**src/rtl/kbd_pkg.sv**
```systemverilog
// rtl/kbd_pkg.sv - shared state type and width helpers for the keypad scanner
// Build option: KEY_RELEASE_EVT_EN widens event codes by one bit for a release flag.
package kbd_pkg;

    typedef enum logic [2:0] {
        IDLE,
        DEBOUNCE,
        SCAN,
        PUSH,
        HOLD
    } kbd_state_e;

    // Bits needed to number every key of a rows x cols matrix.
    function automatic int kbd_kw(input int rows, input int cols);
        return $clog2(rows * cols);
    endfunction

    // Width of one FIFO event: key index, plus the release flag when enabled.
    function automatic int kbd_cw(input int rows, input int cols);
`ifdef KEY_RELEASE_EVT_EN
        return kbd_kw(rows, cols) + 1;
`else
        return kbd_kw(rows, cols);
`endif
    endfunction

    // The release flag sits directly above the key index.
    function automatic int kbd_rel_bit(input int rows, input int cols);
        return kbd_kw(rows, cols);
    endfunction

endpackage

```
**src/rtl/matrix_key_scanner_if.sv**
```systemverilog
// rtl/matrix_key_scanner_if.sv - key-event FIFO read port between scanner and CPU side
// Signals: rd_en (pop request), key_valid (FIFO non-empty), key_code (FIFO head),
//          key_overflow (sticky dropped-event flag).
// master: the consumer that pops events; slave: the scanner that owns the FIFO.
interface matrix_key_scanner_if #(
    parameter int CW = 5
);
    logic          rd_en;
    logic          key_valid;
    logic [CW-1:0] key_code;
    logic          key_overflow;

    modport master (output rd_en, input key_valid, input key_code, input key_overflow);
    modport slave  (input rd_en, output key_valid, output key_code, output key_overflow);
endinterface

```
**src/rtl/debounce_bit.sv**
```systemverilog
// rtl/debounce_bit.sv - one asynchronous input: 2-flop synchroniser plus tick-counted debounce
// Ports: clk, RSTN (sync, active-low), tick (scan tick pulse), din (raw input),
//        dout (debounced value).
module debounce_bit
    import kbd_pkg::*;
#(
    parameter int DEB_TICKS = 250000
) (
    input  logic clk,
    input  logic RSTN,
    input  logic tick,
    input  logic din,
    output logic dout
);
    localparam int CNTW = $clog2(DEB_TICKS + 1);

    logic            s1;
    logic            s2;
    logic [CNTW-1:0] cnt;

    // A single bit can only differ from dout in one way, so any return to
    // dout is the "change" that restarts the stability count.
    always_ff @(posedge clk) begin
        if (!RSTN) begin
            s1   <= 1'b0;
            s2   <= 1'b0;
            cnt  <= '0;
            dout <= 1'b0;
        end else begin
            s1 <= din;
            s2 <= s1;
            if (s2 == dout) begin
                cnt <= '0;
            end else if (tick) begin
                if (cnt == CNTW'(DEB_TICKS - 1)) begin
                    dout <= s2;
                    cnt  <= '0;
                end else begin
                    cnt <= cnt + CNTW'(1);
                end
            end
        end
    end
endmodule

```
**src/rtl/matrix_key_scanner.sv**
```systemverilog
// rtl/matrix_key_scanner.sv - row/column keypad scanner with debounce, event FIFO and switch debounce
// Ports: clk, RSTN (sync, active-low), key_col_n (column sense, active-low, async),
//        key_row_n (row drive, active-low), sw (raw switches), sw_ok (debounced switches),
//        kbd (event FIFO read port: rd_en / key_valid / key_code / key_overflow).
// Build option: KEY_RELEASE_EVT_EN adds a release event {1, code} when a key is let go.
module matrix_key_scanner
    import kbd_pkg::*;
#(
    parameter int ROWS         = 5,
    parameter int COLS         = 5,
    parameter int NSW          = 16,
    parameter int CLK_DIV      = 8,
    parameter int DEB_TICKS    = 250000,
    parameter int SETTLE_TICKS = 125000,
    parameter int FIFO_DEPTH   = 4
) (
    input  logic                clk,
    input  logic                RSTN,
    input  logic [COLS-1:0]     key_col_n,
    output logic [ROWS-1:0]     key_row_n,
    input  logic [NSW-1:0]      sw,
    output logic [NSW-1:0]      sw_ok,
    matrix_key_scanner_if.slave kbd
);
    localparam int KW   = kbd_kw(ROWS, COLS);
    localparam int CW   = kbd_cw(ROWS, COLS);
    localparam int RW   = $clog2(ROWS);
    localparam int DIVW = $clog2(CLK_DIV);
    localparam int TMAX = (DEB_TICKS > SETTLE_TICKS) ? DEB_TICKS : SETTLE_TICKS;
    localparam int CNTW = $clog2(TMAX + 1);
    localparam int PW   = $clog2(FIFO_DEPTH);
    localparam int FCW  = $clog2(FIFO_DEPTH + 1);

    // ---------------- tick prescaler ----------------
    logic [DIVW-1:0] div_cnt;
    logic            tick;

    assign tick = (div_cnt == DIVW'(CLK_DIV - 1));

    always_ff @(posedge clk) begin
        if (!RSTN)     div_cnt <= '0;
        else if (tick) div_cnt <= '0;
        else           div_cnt <= div_cnt + DIVW'(1);
    end

    // ---------------- column synchroniser ----------------
    logic [COLS-1:0] col_s1;
    logic [COLS-1:0] col_s2;
    logic [COLS-1:0] col;

    always_ff @(posedge clk) begin
        if (!RSTN) begin
            col_s1 <= '1;
            col_s2 <= '1;
        end else begin
            col_s1 <= key_col_n;
            col_s2 <= col_s1;
        end
    end

    assign col = ~col_s2;

    // ---------------- scan FSM ----------------
    kbd_state_e      state;
    kbd_state_e      state_nx;
    logic [COLS-1:0] latch_col;
    logic [CNTW-1:0] cnt;
    logic [RW-1:0]   row;
    logic [KW-1:0]   code_r;
    logic [KW-1:0]   low_idx;
    logic            deb_done;
    logic            set_done;
    logic            last_row;

    assign deb_done = (cnt == CNTW'(DEB_TICKS - 1));
    assign set_done = (cnt == CNTW'(SETTLE_TICKS - 1));
    assign last_row = (row == RW'(ROWS - 1));

    // Lowest set column wins when several keys share the scanned row.
    always_comb begin
        low_idx = '0;
        for (int i = COLS - 1; i >= 0; i--) begin
            if (col[i]) low_idx = KW'(i);
        end
    end

    always_ff @(posedge clk) begin
        if (!RSTN) state <= IDLE;
        else       state <= state_nx;
    end

    always_comb begin
        state_nx = state;
        case (state)
            IDLE:     if (tick && col != '0) state_nx = DEBOUNCE;
            DEBOUNCE: if (tick) begin
                          if (col == '0)                          state_nx = IDLE;
                          else if (col == latch_col && deb_done) state_nx = SCAN;
                      end
            SCAN:     if (tick && set_done) begin
                          if (col != '0)    state_nx = PUSH;
                          else if (last_row) state_nx = IDLE;
                      end
            PUSH:     state_nx = HOLD;
            HOLD:     if (tick && col == '0 && deb_done) state_nx = IDLE;
            default:  state_nx = IDLE;
        endcase
    end

    // Counters and captured values that follow the state transitions.
    always_ff @(posedge clk) begin
        if (!RSTN) begin
            latch_col <= '0;
            cnt       <= '0;
            row       <= '0;
            code_r    <= '0;
        end else if (tick) begin
            case (state)
                IDLE: begin
                    latch_col <= col;
                    cnt       <= '0;
                end
                DEBOUNCE: begin
                    if (col != latch_col) begin
                        latch_col <= col;
                        cnt       <= '0;
                    end else if (deb_done) begin
                        cnt <= '0;
                        row <= '0;
                    end else begin
                        cnt <= cnt + CNTW'(1);
                    end
                end
                SCAN: begin
                    if (set_done) begin
                        cnt <= '0;
                        if (col != '0)     code_r <= KW'(row) * KW'(COLS) + low_idx;
                        else if (!last_row) row   <= row + RW'(1);
                    end else begin
                        cnt <= cnt + CNTW'(1);
                    end
                end
                HOLD: begin
                    if (col != '0 || deb_done) cnt <= '0;
                    else                       cnt <= cnt + CNTW'(1);
                end
                default: ;
            endcase
        end
    end

    logic          push_req;
    logic [CW-1:0] push_data;

    always_comb begin
        key_row_n = '0;
        push_req  = 1'b0;
        push_data = '0;
        if (state == SCAN) key_row_n = ~(ROWS'(1) << row);
        if (state == PUSH) begin
            push_req  = 1'b1;
            push_data = CW'(code_r);
        end
`ifdef KEY_RELEASE_EVT_EN
        if (state == HOLD && state_nx == IDLE) begin
            push_req  = 1'b1;
            push_data = CW'(code_r);
            push_data[kbd_rel_bit(ROWS, COLS)] = 1'b1;
        end
`endif
    end

    // ---------------- key-event FIFO (show-ahead) ----------------
    logic [CW-1:0]  mem [FIFO_DEPTH];
    logic [PW-1:0]  wr_ptr;
    logic [PW-1:0]  rd_ptr;
    logic [FCW-1:0] count;
    logic           full;
    logic           pop;
    logic           wr;
    logic           overflow;

    assign full = (count == FCW'(FIFO_DEPTH));
    assign pop  = kbd.rd_en && (count != '0);
    // A pop on the same edge frees the slot, so a push into a full FIFO still lands.
    assign wr   = push_req && (!full || pop);

    always_ff @(posedge clk) begin
        if (wr) mem[wr_ptr] <= push_data;
    end

    always_ff @(posedge clk) begin
        if (!RSTN) begin
            wr_ptr   <= '0;
            rd_ptr   <= '0;
            count    <= '0;
            overflow <= 1'b0;
        end else begin
            if (wr)  wr_ptr <= wr_ptr + PW'(1);
            if (pop) rd_ptr <= rd_ptr + PW'(1);
            case ({wr, pop})
                2'b10:   count <= count + FCW'(1);
                2'b01:   count <= count - FCW'(1);
                default: ;
            endcase
            if (pop)                   overflow <= 1'b0;
            else if (push_req && full) overflow <= 1'b1;
        end
    end

    assign kbd.key_valid    = (count != '0);
    assign kbd.key_code     = (count != '0) ? mem[rd_ptr] : '0;
    assign kbd.key_overflow = overflow;

    // ---------------- slide switches ----------------
    for (genvar i = 0; i < NSW; i++) begin : g_sw
        debounce_bit #(.DEB_TICKS(DEB_TICKS)) u_deb (
            .clk  (clk),
            .RSTN (RSTN),
            .tick (tick),
            .din  (sw[i]),
            .dout (sw_ok[i])
        );
    end
endmodule

```
**src/flat_wrapper.sv**
```systemverilog
// flat-port wrapper written by rule: the top's interface ports become plain ports
module matrix_key_scanner_flat import kbd_pkg::*;
#(
    parameter int ROWS         = 5,
    parameter int COLS         = 5,
    parameter int NSW          = 16,
    parameter int CLK_DIV      = 8,
    parameter int DEB_TICKS    = 250000,
    parameter int SETTLE_TICKS = 125000,
    parameter int FIFO_DEPTH   = 4
)
  (clk, RSTN, key_col_n, key_row_n, sw, sw_ok, kbd_rd_en, kbd_key_valid, kbd_key_code, kbd_key_overflow);
  matrix_key_scanner_if kbd_i ();
  input  logic clk;
  input  logic RSTN;
  input  logic [COLS-1:0] key_col_n;
  output logic [ROWS-1:0] key_row_n;
  input  logic [NSW-1:0] sw;
  output logic [NSW-1:0] sw_ok;
  input wire logic [$bits(kbd_i.rd_en)-1:0] kbd_rd_en;
  output wire logic [$bits(kbd_i.key_valid)-1:0] kbd_key_valid;
  output wire logic [$bits(kbd_i.key_code)-1:0] kbd_key_code;
  output wire logic [$bits(kbd_i.key_overflow)-1:0] kbd_key_overflow;
  assign kbd_i.rd_en = kbd_rd_en;
  assign kbd_key_valid = kbd_i.key_valid;
  assign kbd_key_code = kbd_i.key_code;
  assign kbd_key_overflow = kbd_i.key_overflow;
  matrix_key_scanner #(.ROWS(ROWS), .COLS(COLS), .NSW(NSW), .CLK_DIV(CLK_DIV), .DEB_TICKS(DEB_TICKS), .SETTLE_TICKS(SETTLE_TICKS), .FIFO_DEPTH(FIFO_DEPTH)) u_core (.clk(clk), .RSTN(RSTN), .key_col_n(key_col_n), .key_row_n(key_row_n), .sw(sw), .sw_ok(sw_ok), .kbd(kbd_i));
endmodule
```
**config.mk**
```make
export PLATFORM = sky130hd
export DESIGN_NAME = matrix_key_scanner_flat
export DESIGN_NICKNAME = d
export VERILOG_FILES = /design/src/rtl/kbd_pkg.sv /design/src/rtl/matrix_key_scanner_if.sv /design/src/rtl/debounce_bit.sv /design/src/rtl/matrix_key_scanner.sv /design/src/flat_wrapper.sv
export SDC_FILE = /design/constraint.sdc
export NUM_CORES = 1
export LEC_CHECK = 0
export BUFFER_PORTS_ARGS = -buffer_cell sky130_fd_sc_hd__buf_4
export CAP_MARGIN = 25
export CORE_AREA = 4 4 180 182
export CTS_CLUSTER_DIAMETER = 200
export DETAILED_ROUTE_END_ITERATION = 7
export DIE_AREA = 0 0 184 186
export PLACE_DENSITY = 0.76
export SYNTH_ARGS = -nofsm -noshare
export SYNTH_HDL_FRONTEND = slang
export SYNTH_SLANG_ARGS = --single-unit
```
**constraint.sdc**
```tcl
create_clock -name clk -period 4.5 [get_ports clk]
set_input_delay 1.35 -clock clk [delete_from_list [all_inputs] [get_ports clk]]
set_output_delay 1.35 -clock clk [all_outputs]
set_load 0.01 [all_outputs]
```
==> results of run 1 <==
==> cells in the final DEF, fill, tap and decap left out, drive strengths merged, types with 10 or more instances in the layout <==
cell type and count:
edfxtp 20, and3 36, o21ai 10, xor2 175
clkbuf 61, ha 36, nand2 147, clkinv 11
xnor2 134, and2 59, inv 36, nor4 27
nand2b 15, nor3 32, nor2 404, or3 19
dfxtp 393, nand4 71, nor4b 25, and4 31
nand3 107, buf 54, a21oi 24, mux2i 38
==> stage by stage <==
stage	instances	area (um2)	setup slack, ns	power [mW]
after floorplan	1984	18220	1.570	3.859
after global placement	2355	18710	1.409	3.889
after detailed placement	2355	18710	1.333	3.893
after CTS	2433	20170	1.066	7.485
after global routing	2433	20170	0.9873	7.664
final	2433	20170	1.077	7.397
==> layout make-up <==
cell class / count / share of cell area
multi-input combinational: 1456 / 0.4558
sequential: 413 / 0.4199
clock buffer: 61 / 0.06427
tap: 396 / 0.02457
timing repair buffer: 54 / 0.02072
clock inverter: 17 / 0.008127
inverter: 36 / 0.006700
==> sequential cells by signal, summed over array words and instances, names as in the netlist, 5 cells and up, named ones only <==
name                    cells
u_core.cnt                 18
u_core.code_r               5
u_core.col_s1               5
u_core.col_s2               5
u_core.g_sw.u_deb.cnt     288
u_core.g_sw.u_deb.dout     16
u_core.g_sw.u_deb.s1       16
u_core.g_sw.u_deb.s2       16
u_core.latch_col            5
u_core.mem                 20
==> worst max-delay path by stage <==
stage | start | end | slack, ns
finish | u_core.state[1] | key_row_n[2] | 1.08
global route | u_core.state[1] | key_row_n[0] | 0.99
CTS | u_core.state[1] | key_row_n[1] | 1.07
detailed placement | RSTN | u_core.g_sw[15].u_deb.cnt[16] | 1.33
global placement | RSTN | u_core.g_sw[4].u_deb.cnt[16] | 1.41
floorplan | kbd_rd_en | u_core.count[2] | 1.57
==> metal layers <==
metal / vias to the layer above / global-route usage / routed length [um]
met1: 6162 / 0.2497 / 15210
met2: 145 / 0.3344 / 15680
met5: - / 0 / 0
met3: 45 / 0.03166 / 1073
met4: 0 / 0.04703 / 588
li1: 6704 / - / -
==> power breakdown <==
| part | internal [mW] | leakage, nW | switching [mW] | total (mW) |
|---|---|---|---|---|
| combinational | 0.0375 | 2.69 | 0.0607 | 0.0982 |
| sequential | 3.70 | 3.34 | 0.0103 | 3.71 |
| clock | 2.17 | 0.718 | 1.41 | 3.59 |
| total | 5.91 | 6.75 | 1.48 | 7.40 |
==> cell families (layout without fill, tap and decap cells) <==
logic type,after synthesis,after routing,synth area share
AOI/OAI and AO/OA,57,57,0.02211
xor gates and xnor gates,309,309,0.1485
adders and majority gates,39,39,0.02747
buffers and inverters,115,168,0.03138
DFF,413,413,0.4648
muxes,43,43,0.02706
and+or+nand+nor,1008,1008,0.2787
==> worst max-delay path, cell delays in order (launching register included) <==
cell and delay (ns):
dfxtp_1 0.54, or3b_1 0.59, a21oi_1 0.26, buf_4 0.16
==> flow_metrics.py, run 1 <==
metrics = {
    "status": {
        "status": "completed",
    },
    "synth": {
        "ys.flop_type": "dfxtp_1",
        "synth_cell_types": 68,
        "ys_ff_latch": 413,
        "syn_avg_cell_area_um2": 9.183,
        "synth_top_area_cell": "dfxtp_1",
        "ys_top_cells_by_count": "402 x nor2_1, 393 x dfxtp_1, 175 x xor2_1, 147 x nand2_1, 134 x xnor2_1",
        "synth_edf_count": 20,
        "syn_nets": 2046,
        "syn_area_um2": 18220,
        "synth_area_leaders": "dfxtp_1 43%, xor2_1 8.4%, nor2_1 8.3%, xnor2_1 6.4%, edfxtp_1 3.3%",
        "synth-seq-area-share": 0.4648,
        "async_reset_ff_frac": 0,
        "synth_most_common_cell": "nor2_1",
        "yosysWarningCount": 0,
        "yosys.area.top_type_share": 0.4318,
        "synth_cells": 1984,
    },
    "placement": {
        "place.gp.congestion": 0.7854,
        "hpwl_um": 21790,
        "port_buffers": 51,
    },
    "final_layout": {
        "utilization": 0.6594,
        "layout-drive-gt1-share": 0.07757,
        "fin_nets": 2067,
        "multi_input_area_um2": 9193,
        "num-fill-cells": 2494,
        "regArea_um2": 8468,
        "syn_to_final_growth_pct": 10.70,
        "antennaDiodeCount": 0,
    },
    "grt": {
        "grtUsageTotal": 0.1916,
        "grt-ovfl-total": 0,
        "grt_pass1_wl_um": 57350,
        "grt_pass1_vias": 12770,
        "antenna_found_initial": 0,
        "grt_max_degree": 57,
    },
    "setup_path": {
        "cp_max_fo": 12,
        "worstPathArrival_ns": 2.07,
        "crit_type": "flop to output pin",
        "reg2regPathDepth": 7,
        "reg2reg_slack_ns": 1.65,
        "worstPathRequired_ns": 3.15,
        "crit_path_end_kind": "output pin",
        "reg2reg_from": "u_core.div_cnt[0]",
        "crit_path_start_kind": "flop",
        "worst_r2r_endpoint": "u_core.g_sw[6].u_deb.cnt[10]",
    },
    "min_path": {
        "min_to": "u_core.col_s2[0]",
        "hold_depth": 1,
        "hp-class": "flop to flop",
        "worstHoldStart": "u_core.col_s1[0]",
    },
    "clock_network": {
        "cts_max_level": 2,
        "cts_buffers": 44,
        "cts_buffer_depth": 3,
        "cts_root_buffer": "clkbuf_16",
        "cts_sinks": 413,
        "clock_latency_ns": 0.53,
        "cts.clk_slew.worst_paths_ns": 0.06,
        "cts_tree": "yes",
        "hold_buffers": 0,
        "postCtsSetupBuffers": 0,
        "cts_resized": 0,
    },
    "sta": {
        "fin_hold_ws_ns": 0.3961,
        "hold_violations": 0,
        "finalCritPeriodShare": 0.7606,
        "rsz0062_at_grt": "no",
        "fmax_ghz": 0.2922,
        "tightest_slew_ns": 0.7109,
        "fin_crit_ns": 3.423,
        "setup_violations": 0,
        "drv_slew": 0,
        "worst_clock_skew_ns": 0.01714,
        "setup_tns_ns": 0,
        "slew_headroom": 0.5260,
    },
    "detailed_routing": {
        "wire_per_inst_um": 13.38,
        "wirelength_um": 32550,
        "vias_per_cell": 5.366,
        "drcViolationCount": 0,
        "drtIter0Drc": 549,
        "antenna_left": 0,
        "via_count": 13060,
        "drtPass1Iterations": 5,
    },
    "floorplanning": {
        "core_um2": 30590,
        "io_pins": 52,
        "num_rows": 64,
        "die_x_um": 184,
        "fp.dieArea_um2": 34220,
        "die_h_um": 186,
        "start_util": 0.5956,
    },
    "power": {
        "vdd_ir_drop_max_mv": 0.3304,
        "power_leakage_nw": 6.748,
        "power_density_nw_per_um2": 366.7,
    },
    "job": {
        "drv_cap": 0,
    },
}
Note: power is estimated with default switching activity, not from simulation.
==> run 2: changes to the inputs <==
--- a/config.mk
+++ b/config.mk
@@ -5,12 +5,13 @@
 export SDC_FILE = /design/constraint.sdc
 export NUM_CORES = 1
 export LEC_CHECK = 0
+export ABC_AREA = 1
 export BUFFER_PORTS_ARGS = -buffer_cell sky130_fd_sc_hd__buf_4
 export CAP_MARGIN = 25
-export CORE_AREA = 4 4 180 182
+export CORE_AREA = 4 4 187 189
 export CTS_CLUSTER_DIAMETER = 200
 export DETAILED_ROUTE_END_ITERATION = 7
-export DIE_AREA = 0 0 184 186
+export DIE_AREA = 0 0 191 193
 export PLACE_DENSITY = 0.76
 export SYNTH_ARGS = -nofsm -noshare
 export SYNTH_HDL_FRONTEND = slang
==> constraint.sdc (replaced) <==
create_clock -name clk -period 3.25 [get_ports clk]
set_input_delay 0.975 -clock clk [delete_from_list [all_inputs] [get_ports clk]]
set_output_delay 0.975 -clock clk [all_outputs]
set_load 0.01 [all_outputs]
==> run 2 against run 1 <==
Net effect:
- first-iteration DRC count grew 81%
- highest routed layer unchanged
- global-route usage grew 2.5 points
- design area grew 8.7%
- register-to-register slack lost 0.75 ns
- clock power grew 46%
- cell count grew 32%
==> flow_metrics.py, run 2 <==
metrics = {
    "synth": {
        "yosys.area.top_type_share": 0.4000,
        "synth_top_area_cell": "dfxtp_1",
        "ys_top_cells_by_count": "527 x nor2_1, 453 x nand2_1, 393 x dfxtp_1, 348 x inv_1, 120 x a21oi_1",
        "synth_most_common_cell": "nor2_1",
        "async_reset_ff_frac": 0,
        "ys_ff_latch": 413,
        "synth_cells": 2679,
        "syn_nets": 2741,
        "synth-seq-area-share": 0.4305,
        "synth_area_leaders": "dfxtp_1 40%, nor2_1 10%, nand2_1 8.6%, inv_1 6.6%, xor2_1 3.7%",
        "ys.flop_type": "dfxtp_1",
        "syn_area_um2": 19670,
        "yosysWarningCount": 0,
        "syn_avg_cell_area_um2": 7.342,
        "synth_cell_types": 57,
        "synth_edf_count": 20,
    },
    "clock_network": {
        "cts.clk_slew.worst_paths_ns": 0.06,
        "cts_root_buffer": "clkbuf_16",
        "cts_max_level": 2,
        "clock_latency_ns": 0.56,
        "cts_tree": "yes",
        "hold_buffers": 0,
        "cts_resized": 0,
        "cts_buffer_depth": 3,
        "cts_buffers": 44,
        "cts_sinks": 413,
        "postCtsSetupBuffers": 0,
    },
    "power": {
        "p_int_mw": 8.628,
        "switchingPower_mw": 2.533,
        "power_density_nw_per_um2": 509.3,
        "p_comb_frac": 0.064,
        "power_mw": 11.16,
        "vdd_ir_drop_max_mv": 0.4397,
        "p_clk_frac": 0.468,
        "swShare": 0.2270,
        "power.share.sequential": 0.468,
        "power_leakage_nw": 7.995,
    },
    "sta": {
        "fin_crit_ns": 2.817,
        "drv_slew": 0,
        "slew_headroom": 0.6130,
        "hold_violations": 0,
        "tightest_slew_ns": 0.5805,
        "worst_clock_skew_ns": 0.01221,
        "setup_tns_ns": 0,
        "finalCritPeriodShare": 0.8668,
        "rsz0062_at_grt": "no",
        "setup_violations": 0,
        "fmax_ghz": 0.3550,
    },
    "final_layout": {
        "syn_to_final_growth_pct": 11.42,
        "final_cell_mix": "527 x nor2_1, 453 x nand2_1, 393 x dfxtp_1",
        "layout-drive-gt1-share": 0.09216,
        "largest_reg_flops": 288,
        "antennaDiodeCount": 0,
        "num-fill-cells": 2788,
        "fin_nets": 2793,
        "mostFrequentLayoutCell": "nor2_1",
        "regMostFlops": "u_core.g_sw.u_deb.cnt",
        "utilization": 0.6586,
        "reg_top3": "u_core.g_sw.u_deb.cnt: 288 flops, u_core.mem: 20 flops, u_core.cnt: 18 flops",
    },
    "floorplanning": {
        "start_util": 0.5910,
        "fp.dieArea_um2": 36860,
        "core_um2": 33280,
        "num_rows": 67,
        "die_x_um": 191,
        "die_h_um": 193,
        "io_pins": 52,
    },
    "grt": {
        "antenna_found_initial": 0,
        "grt_max_degree": 101,
        "grt-ovfl-total": 0,
        "grtUsageTotal": 0.2164,
        "grt_pass1_vias": 16120,
        "grt_pass1_wl_um": 69670,
    },
    "setup_path": {
        "reg2reg_from": "u_core.div_cnt[0]",
        "crit_slowest_cell": "dfxtp_1",
        "crit_path_end_kind": "output pin",
        "crit_type": "flop to output pin",
        "worstPathArrival_ns": 1.84,
        "cp_max_fo": 6,
        "crit_path_start_kind": "flop",
        "cp-startpoint": "u_core.row[0]",
        "cp_cell_sequence": "inv_1 -> ha_1 -> nand2_1 -> inv_1 -> nor2_1 -> buf_4",
        "max_stage_delay_ns": 0.45,
        "crit_path_frequent_cell": "inv_1",
        "worstPathRequired_ns": 2.27,
    },
    "detailed_routing": {
        "wirelength_um": 40050,
        "drtPass1Iterations": 7,
        "drcViolationCount": 0,
        "antenna_left": 0,
        "wire_per_inst_um": 12.46,
        "via_count": 16820,
        "drtIter0Drc": 992,
        "vias_per_cell": 5.233,
    },
    "placement": {
        "place.gp.congestion": 0.9147,
        "hpwl_um": 27700,
        "port_buffers": 51,
    },
    "job": {
        "drv_cap": 0,
    },
    "status": {
        "status": "completed",
    },
    "min_path": {
        "hp-class": "flop to flop",
        "worstHoldStart": "u_core.g_sw[4].u_deb.s1",
    },
}
==> run 2: cell types whose count changed in the layout (fill, tap and decap cells not counted), moves of 58 or more <==
cell	before	now
inv_1	35	348
and2_1	58	0
nor2_1	402	527
a21oi_1	22	120
xor2_1	175	83
nand2_1	147	453
o21ai_0	8	66
xnor2_1	134	30
nor3_1	29	116
==> run 2: metal layers <==
layer	vias up	part of all wire	GRT usage	wire length, um
met5	-	0	0	0
met4	0	0.025	0.07735	1016
met3	82	0.040	0.03331	1583
met2	314	0.48	0.3881	19330
met1	7696	0.45	0.2654	18120
li1	8731	-	-	-
==> run 2: area by class of cell <==
cell class / count / area (um2) / share of cell area
multi-input combinational: 1853 / 9509 / 0.4339
sequential: 413 / 8468 / 0.3864
inverter: 358 / 1346 / 0.06143
clock buffer: 59 / 1250 / 0.05703
tap: 448 / 560.5 / 0.02558
timing repair buffer: 61 / 503.0 / 0.02295
clock inverter: 23 / 280.3 / 0.01279
==> run 2: worst paths after layout <==
| kind | endpoint | slack (ns) | cells past startpoint |
|---|---|---|---|
| setup / recovery | key_row_n[4] | 0.43 | 6 |
| hold / removal | u_core.g_sw[4].u_deb.s2 | 0.41 | 2 |
| setup reg to reg | u_core.g_sw[0].u_deb.cnt[11] | 0.90 | 10 |
| hold reg to reg | u_core.g_sw[4].u_deb.s2 | 0.41 | 2 |
==> run 2: cell families (layout without fill, tap and decap cells) <==
family                   Yosys count  in the layout  synth area share
AO/OA/AOI/OAI                    244            244           0.06870
flip-flops                       413            413            0.4305
adder cells (fa/ha/maj)           38             38           0.02493
buffers and inverters            413            501           0.08670
XOR/XNOR                         113            113           0.05031
AND/OR/NAND/NOR                 1458           1458            0.3388
==> run 2: power by group through the flow <==
stage                     clock network (mW)  registers (mW)  logic [mW]
final                                   5.23            5.22       0.711
after global routing                    5.58            5.23       0.799
after CTS                               5.34            5.22       0.711
after detailed placement                   0            5.33       0.707
after global placement                     0            5.33       0.684
after floorplan                            0            5.31       0.486
==> run 2: worst max-delay path: cells and delay by family, from the launching register on <==
family	cells	cell delay, ns
buf+inv	3	0.36
fa+ha+maj	1	0.24
simple gates	2	0.23
flops	1	0.45
==> run 2: metrics by stage <==
| step | area, um2 | std cells | worst slack [ns] | hold WS, ns |
|---|---|---|---|---|
| 6_report | 21920 | 3215 | 0.4330 | 0.4050 |
| 5_1_grt | 21920 | 3215 | 0.3366 | 0.4218 |
| 4_1_cts | 21890 | 3214 | 0.4207 | 0.4108 |
| 3_5_place_dp | 20360 | 3132 | 0.6704 | 0.3991 |
| 3_3_place_gp | 20360 | 3132 | 0.7711 | 0.3922 |
| 2_1_floorplan | 19670 | 2679 | 1.168 | 0.3905 |
